==> src/rtl/code_pkg.sv <==
// Shared definitions for the code encoder family: output-code selectors and
// the output-width helper.
package code_pkg;

    localparam logic [1:0] MODE_BIN    = 2'b00;
    localparam logic [1:0] MODE_GRAY   = 2'b01;
    localparam logic [1:0] MODE_ONEHOT = 2'b10;
    localparam logic [1:0] MODE_THERM  = 2'b11;

    // One-hot and thermometer codes need one bit per representable value.
    function automatic int code_width(input int width);
        return 1 << width;
    endfunction

endpackage

==> src/rtl/code_encoder.sv <==
// Combinational value encoder: binary, Gray, one-hot or thermometer,
// zero-extended to OUT_W bits.
module code_encoder
    import code_pkg::*;
#(
    parameter int WIDTH = 3,
    parameter int OUT_W = code_width(WIDTH)
) (
    input  logic [WIDTH-1:0] value,
    input  logic [1:0]       mode,
    output logic [OUT_W-1:0] code
);

    logic [WIDTH-1:0] gray;
    logic [OUT_W-1:0] onehot;
    logic [OUT_W-1:0] therm;

    assign gray = value ^ (value >> 1);

    for (genvar i = 0; i < OUT_W; i++) begin : g_bit
        assign onehot[i] = (int'(value) == i);
        assign therm[i]  = (int'(value) > i);
    end

    always_comb begin
        code = '0;
        case (mode)
            MODE_BIN:    code = OUT_W'(value);
            MODE_GRAY:   code = OUT_W'(gray);
            MODE_ONEHOT: code = onehot;
            default:     code = therm;
        endcase
    end

endmodule

==> src/rtl/code_counter_encoder.sv <==
// Up/down wrap counter with load/clamp, terminal-count pulse and a run-time
// selectable output code.
module code_counter_encoder
    import code_pkg::*;
#(
    parameter int WIDTH     = 3,
    parameter int MAX_COUNT = (1 << WIDTH) - 1,
    parameter int OUT_W     = code_width(WIDTH)
) (
    input  logic             clk,
    input  logic             rst,
    input  logic             en,
    input  logic             up,
    input  logic             load,
    input  logic [WIDTH-1:0] load_val,
    input  logic [1:0]       mode,
    output logic [WIDTH-1:0] count,
    output logic [OUT_W-1:0] code_out,
    output logic             tc
);

    localparam logic [WIDTH-1:0] MAX_V = WIDTH'(MAX_COUNT);

    logic [WIDTH-1:0] count_d, count_q;
    logic             tc_d, tc_q;
    logic [1:0]       mode_d, mode_q;

    always_comb begin
        count_d = count_q;
        tc_d    = 1'b0;
        mode_d  = mode;
        if (load) begin
            count_d = (load_val > MAX_V) ? MAX_V : load_val;
        end else if (en) begin
            if (up) begin
                if (count_q == MAX_V) begin
                    count_d = '0;
                    tc_d    = 1'b1;
                end else begin
                    count_d = count_q + 1'b1;
                end
            end else begin
                if (count_q == '0) begin
                    count_d = MAX_V;
                    tc_d    = 1'b1;
                end else begin
                    count_d = count_q - 1'b1;
                end
            end
        end
    end

    always_ff @(posedge clk or posedge rst) begin
        if (rst) begin
            count_q <= '0;
            tc_q    <= 1'b0;
        end else begin
            count_q <= count_d;
            tc_q    <= tc_d;
        end
    end

    // Mode keeps sampling through reset, so code_out shows encode(0, mode)
    // the instant rst rises and at every edge while it is held.
    always_ff @(posedge clk) begin
        mode_q <= mode_d;
    end

    // code_out is decoded purely from registered count and mode: it tracks
    // count with no extra latency and has no path from the data inputs.
    code_encoder #(.WIDTH(WIDTH), .OUT_W(OUT_W)) u_enc (
        .value (count_q),
        .mode  (mode_q),
        .code  (code_out)
    );

    assign count = count_q;
    assign tc    = tc_q;

endmodule

==> config.mk <==
export PLATFORM = sky130hd
export DESIGN_NAME = code_counter_encoder
export DESIGN_NICKNAME = d
export VERILOG_FILES = /design/src/rtl/code_pkg.sv /design/src/rtl/code_encoder.sv /design/src/rtl/code_counter_encoder.sv
export SDC_FILE = /design/constraint.sdc
export NUM_CORES = 1
export LEC_CHECK = 0
export ABC_AREA = 0
export CAP_MARGIN = 5
export CORE_MARGIN = 2
export CORE_UTILIZATION = 46
export CTS_BUF_LIST = sky130_fd_sc_hd__clkbuf_4
export DETAILED_ROUTE_END_ITERATION = 12
export PLACE_DENSITY = 0.9
export SLEW_MARGIN = 25
export SYNTH_ARGS = -nofsm -noshare
export SYNTH_HDL_FRONTEND = slang
export SYNTH_SLANG_ARGS = --single-unit
==> constraint.sdc <==
create_clock -name clk -period 1.95 [get_ports clk]
set_input_delay 0.195 -clock clk [delete_from_list [all_inputs] [get_ports clk]]
set_output_delay 0.195 -clock clk [all_outputs]
set_load 0.01 [all_outputs]
==> After elaboration in Yosys (flattened, before gate mapping) <==
Cells that the tools add are included.
W data, S select, Z words.
{ "totals": {"register_bits": 6, "wordCells": 40} }
{ "op_classes": {"n_addsub": 2, "magnitude_cmp": 8, "n_eq_ne": 10, "mux": 12, "bitwise_logic": 1, "n_reduce_logical": 4} }
{ "op_table": {"columns": ["cell", "count"], "rows": [
  ["$pmux W8 S3", 1],
  ["$mux W3", 6],
  ["$eq A3 B3 Y1 const B", 5],
  ["$gt A3 B3 Y1 const B", 4],
  ["$eq A3 B2 Y1 const B", 2],
  ["$gt A3 B1 Y1 const B", 2],
  ["$gt A3 B2 Y1 const B", 2],
  ["$logic_not A3 Y1", 2],
  ["$mux W1", 5],
  ["$add A3 B1 Y3 const B", 1],
  ["$eq A3 B1 Y1 const B", 1],
  ["$sub A3 B1 Y3 const B", 1],
  ["$xor A3 B2 Y3", 1],
  ["$eq A2 B1 Y1 const B", 1],
  ["$eq A2 B2 Y1 const B", 1],
  ["$logic_not A2 Y1", 1],
  ["$reduce_bool A2 Y1", 1]
]} }

==> Longest topological paths before layout <==
{ "depth": {"depth_word": 5, "depth_mapped": 6, "depth_no_buf": 5} }

==> By module <==
A second synthesis with hierarchy kept.
{ "unflattened": {"hier_cells": 77, "hier_area_um2": 646.9} }
{ "modules_own_cells": {"columns": ["mod", "instances", "cells_each", "area_each_um2"], "rows": [
  ["code_encoder", 1, 44, 327.8],
  ["code_counter_encoder", 1, 33, 319.1]
]} }

==> Worst setup path after synthesis <==
Ideal clock, no wire load.
{ "synth_timing": {"path_type": "register to output", "startpoint": "register count_q[2] (netlist: count[2])", "endpoint": "output port code_out[2]", "t_arrival_ns": 1.409, "required_ns": 1.755, "setup_slack_ns": 0.346, "path_stages_with_launch": 6, "path_buffers": 1, "cell_sequence": "dfrtp_1 > buf_6 > inv_1 > ha_1 > a32o_1 > a22o_2"} }
{ "synth_via": {"elab_chain_cells": 2, "word_cells_on_any_way": 4} }
{ "synth_rtl": {"columns": ["item", "line", "source"], "rows": [
  ["start, declared", "code_counter_encoder.sv:24", "logic [WIDTH-1:0] count_d, count_q;"],
  ["start signal, assigned", "code_counter_encoder.sv:58", "count_q <= count_d;"],
  ["$gt A3 B2 Y1 (tied with other cells)", "code_encoder.sv:22", "assign therm[i] = (int'(value) > i);"],
  ["$pmux W8 S3 (*)", "code_encoder.sv:27", "case (mode)"],
  ["end, declared", "code_counter_encoder.sv:18", "output logic [OUT_W-1:0] code_out,"]
]} }
Every way passes the cells marked *; elsewhere a longest branch is shown, timed or not.

==> Worst setup path after layout <==
{ "layout_timing": {"startpoint": "register count_q[1] (netlist: count[1])", "endpoint": "output port code_out[3]"} }
{ "layout_via": {"elab_chain_cells": 2, "word_cells_on_any_way": 3} }
{ "layout_rtl": {"columns": ["item", "line"], "rows": [
  ["$gt A3 B2 Y1 / $eq A3 B3 Y1 (equally long branches)", "code_encoder.sv:22, code_encoder.sv:21"],
  ["$pmux W8 S3 (*)", "code_encoder.sv:27"]
]} }
Marked as above.

==> key figures <==
Run status
  • Status: complete, no violations

Worst setup path
  • Worst path cell trace: ha_1, ha_1, nor3_2, o21a_1, dlygate4sd2_1
  • Data arrival, critical path: 1.75 ns
  • Reg2reg start: count[1]$_DFFE_PP0P_
  • Max FO, Critical Path: 6
  • Crit path launch: count[1]$_DFFE_PP0P_
  • CP most frequent cell: ha_1
  • Biggest cell delay along the critical path: around 0.45 ns
  • Crit. End Element: output port
  • Worst EP required: approximately 1.8 ns
  • Critical-path top delay cell: dfrtp_2
  • Critical Setup Path Class: reg -> out
  • Worst setup SP type: flip-flop

STA
  • Final Setup Violations: 0
  • Max Slew Vio Count: 0
  • Final worst path period share: 0.997
  • Fin crit period: between 1.5 and 2 ns
  • Clock Skews: 0.0114 ns
  • RSZ-0062 raised after global routing: true
  • Final Hold Fails: 0
  • Fmax: just over 500 MHz
  • Final Worst Setup Slack: about 0.0063 ns
  • Worst slew pin tran: 0.384 ns
  • Relative slew slack: 0.744

Power
  • Power Dens Cells: 596 mW/mm^2
  • Pwr Total: a little under 0.6 mW
  • Pleak: 0.479 nW
  • Max VDD drop: around 0.52 mV

Logic synthesis
  • Syn. warnings: 0
  • Cell with the most instances after synthesis: ha_1
  • Synth Instances: 75
  • Synthesized Nets: 97
  • Synth top area share: 0.233
  • Top cells by count, synth: ha_1, a21oi_1, inv_1
  • Top cells by area, synth: ha_1, dfrtp_1, a21oi_1
  • Cell taking the most area after synthesis: ha_1
  • Synthesized cell area: around 640 um^2
  • Post-synth EDFFs: 0
  • Synth Area per Inst: 8.59 um^2
  • Seq/Total Area, Yosys: 0.217
  • FFs w/ async S/R, synth: 0.667
  • Yosys reg bits: 6
  • Library cells used by synthesis: 29
  • Top_reg_cell synth: dfrtp_1

Layout
  • Area Overhead vs Synth: 52.4%
  • Layout Nets: 133
  • N_diodes: 0
  • Finished Core Util: 0.755
  • Multi-input logic area: ~480 um^2
  • Final cell count without fillers: 125
  • FF+latch area: between 100 and 150 um^2
  • Share of post-route cells with drive strength above 1: 0.282
  • Fillers: between 100 and 150

Worst hold path
  • Hold Path Class: in -> async

Global routing
  • Grt ovf: 0
  • Initial antenna violation count: 0
  • Number of global-route vias before repair: roughly 630
  • Global-route wire length before repair: 2580 um
  • Pin count of the biggest net entering global routing: 12
  • GR Util All Layers: 0.193

Place
  • HPWL Detailed: 1160 um
  • Gpl congestion: a little under 0.8
  • Dpl ws: -0.0391 ns
  • # port buffers: 21
  • # placed instances: about 120

Clocking
  • Clk sink count: 6
  • Num CTS Buffers: 3
  • CTS tree: built
  • CTS H-tree lvls: 1
  • Clock slew at reported path FFs: roughly 0.05 ns
  • Later-pin clock latency in the skew report: roughly 0.26 ns
  • Clock Tree Buf Depth: 2
  • Hold Buf Count CTS: 0
  • Clock root cell: clkbuf_4

Die
  • Die height: slightly above 40 um
  • Die ar.: about 0.0017 mm^2
  • Placeable Area: 0.00130 mm^2
  • Top Ports: 22
  • DIE WIDTH: 41.4 um
  • # rows: 13
  • Initial core utilization: 0.495

Flow run
  • Maxcap violations: 0

Detailed routing
  • DRC marker count from the first detailed-route iteration: 8
  • Drt via density: 5.36
  • Final WL: roughly 1600 um
  • Routed len/inst: 13.2 um
  • Final antenna-violating net count: 0
  • DRC: 0
  • Drt pass-1 iters: 2
  • Routed vias: between 600 and 700
layout by cell type (no fill, tap or decap), types with 2 or more instances in the layout:
cell type and n:
a211oi_2 3, a21oi_1 8, and2_1 2, and3_1 2
buf_4 13, clkbuf_2 2, clkbuf_4 4, clkdlybuf4s50_1 13
dfrtp_1 3, dfxtp_1 2, dlygate4sd2_1 4, ha_1 11
inv_1 4, inv_2 2, mux2i_1 2, nand2_1 4
nand2b_1 2, nor2_1 2, nor2b_1 4, nor3b_1 2
o21a_1 2, o21ai_0 3
state kept, by name, indices dropped and copies added (netlist names):
name / cells
tc: 1
mode_q: 2
count: 3
kinds of logic after synthesis:
family,synth area share
and+or+nand+nor,0.204
AOI/OAI and AO/OA,0.231
muxes,0.0311
adders and majority gates,0.233
xor gates and xnor gates,0.0136
buffers and inverters,0.0699
DFF,0.217
worst paths after layout:
kind	to	slack [ns]	depth (start not counted)
min reg2reg	count[2]$_DFFE_PP0P_	0.88	3
max in group asynchronous	count[1]$_DFFE_PP0P_	1.68	2
max	code_out[3]	0.006	5
min	tc$_DFF_PP0_	0.11	2
min in group clk	mode_q[0]$_DFF_P_	0.39	1
max reg2reg	count[2]$_DFFE_PP0P_	0.37	6
per-stage QoR:
stage	TNS, ns	cell area (um^2)	hold WS, ns
floorplan	0	644	-0.0389
global placement	0	918	0.380
detailed placement	-0.0535	918	0.394
CTS	0	972	0.111
global route	-0.0978	982	0.128
finish	0	982	0.115
critical path: cells and delay by family (launching register included):
kind	cells	cell delay [ns]
AO/OA/AOI/OAI	1	0.14
flip-flops	1	0.45
adder cells (fa/ha/maj)	2	0.43
AND/OR/NAND/NOR	1	0.21
buffers and inverters	1	0.25
routing by layer:
| layer | share of wire | global-route usage | vias to the layer above |
|---|---|---|---|
| met5 | 0 | 0 | - |
| met4 | 0.030 | 0.0774 | 0 |
| met3 | 0.055 | 0.0522 | 6 |
| met2 | 0.49 | 0.366 | 24 |
| met1 | 0.42 | 0.196 | 301 |
| li1 | - | - | 339 |
report_power, final:
group	switching, mW	internal (mW)
Combinational	0.134	0.155
Clock	0.0528	0.0919
Sequential	0.0162	0.136
final cells by class:
cell class,instances,area share
clock buffer,4,0.0306
inverter,6,0.0229
multi-input combinational,60,0.490
sequential,6,0.144
tap,15,0.0191
timing repair buffer,34,0.293
timing repair:
action,CTS,global route
resized for setup,16,9
endpoints found under the setup margin,8,6
buffers inserted,3,1
Power figures use the tool's default switching activity.
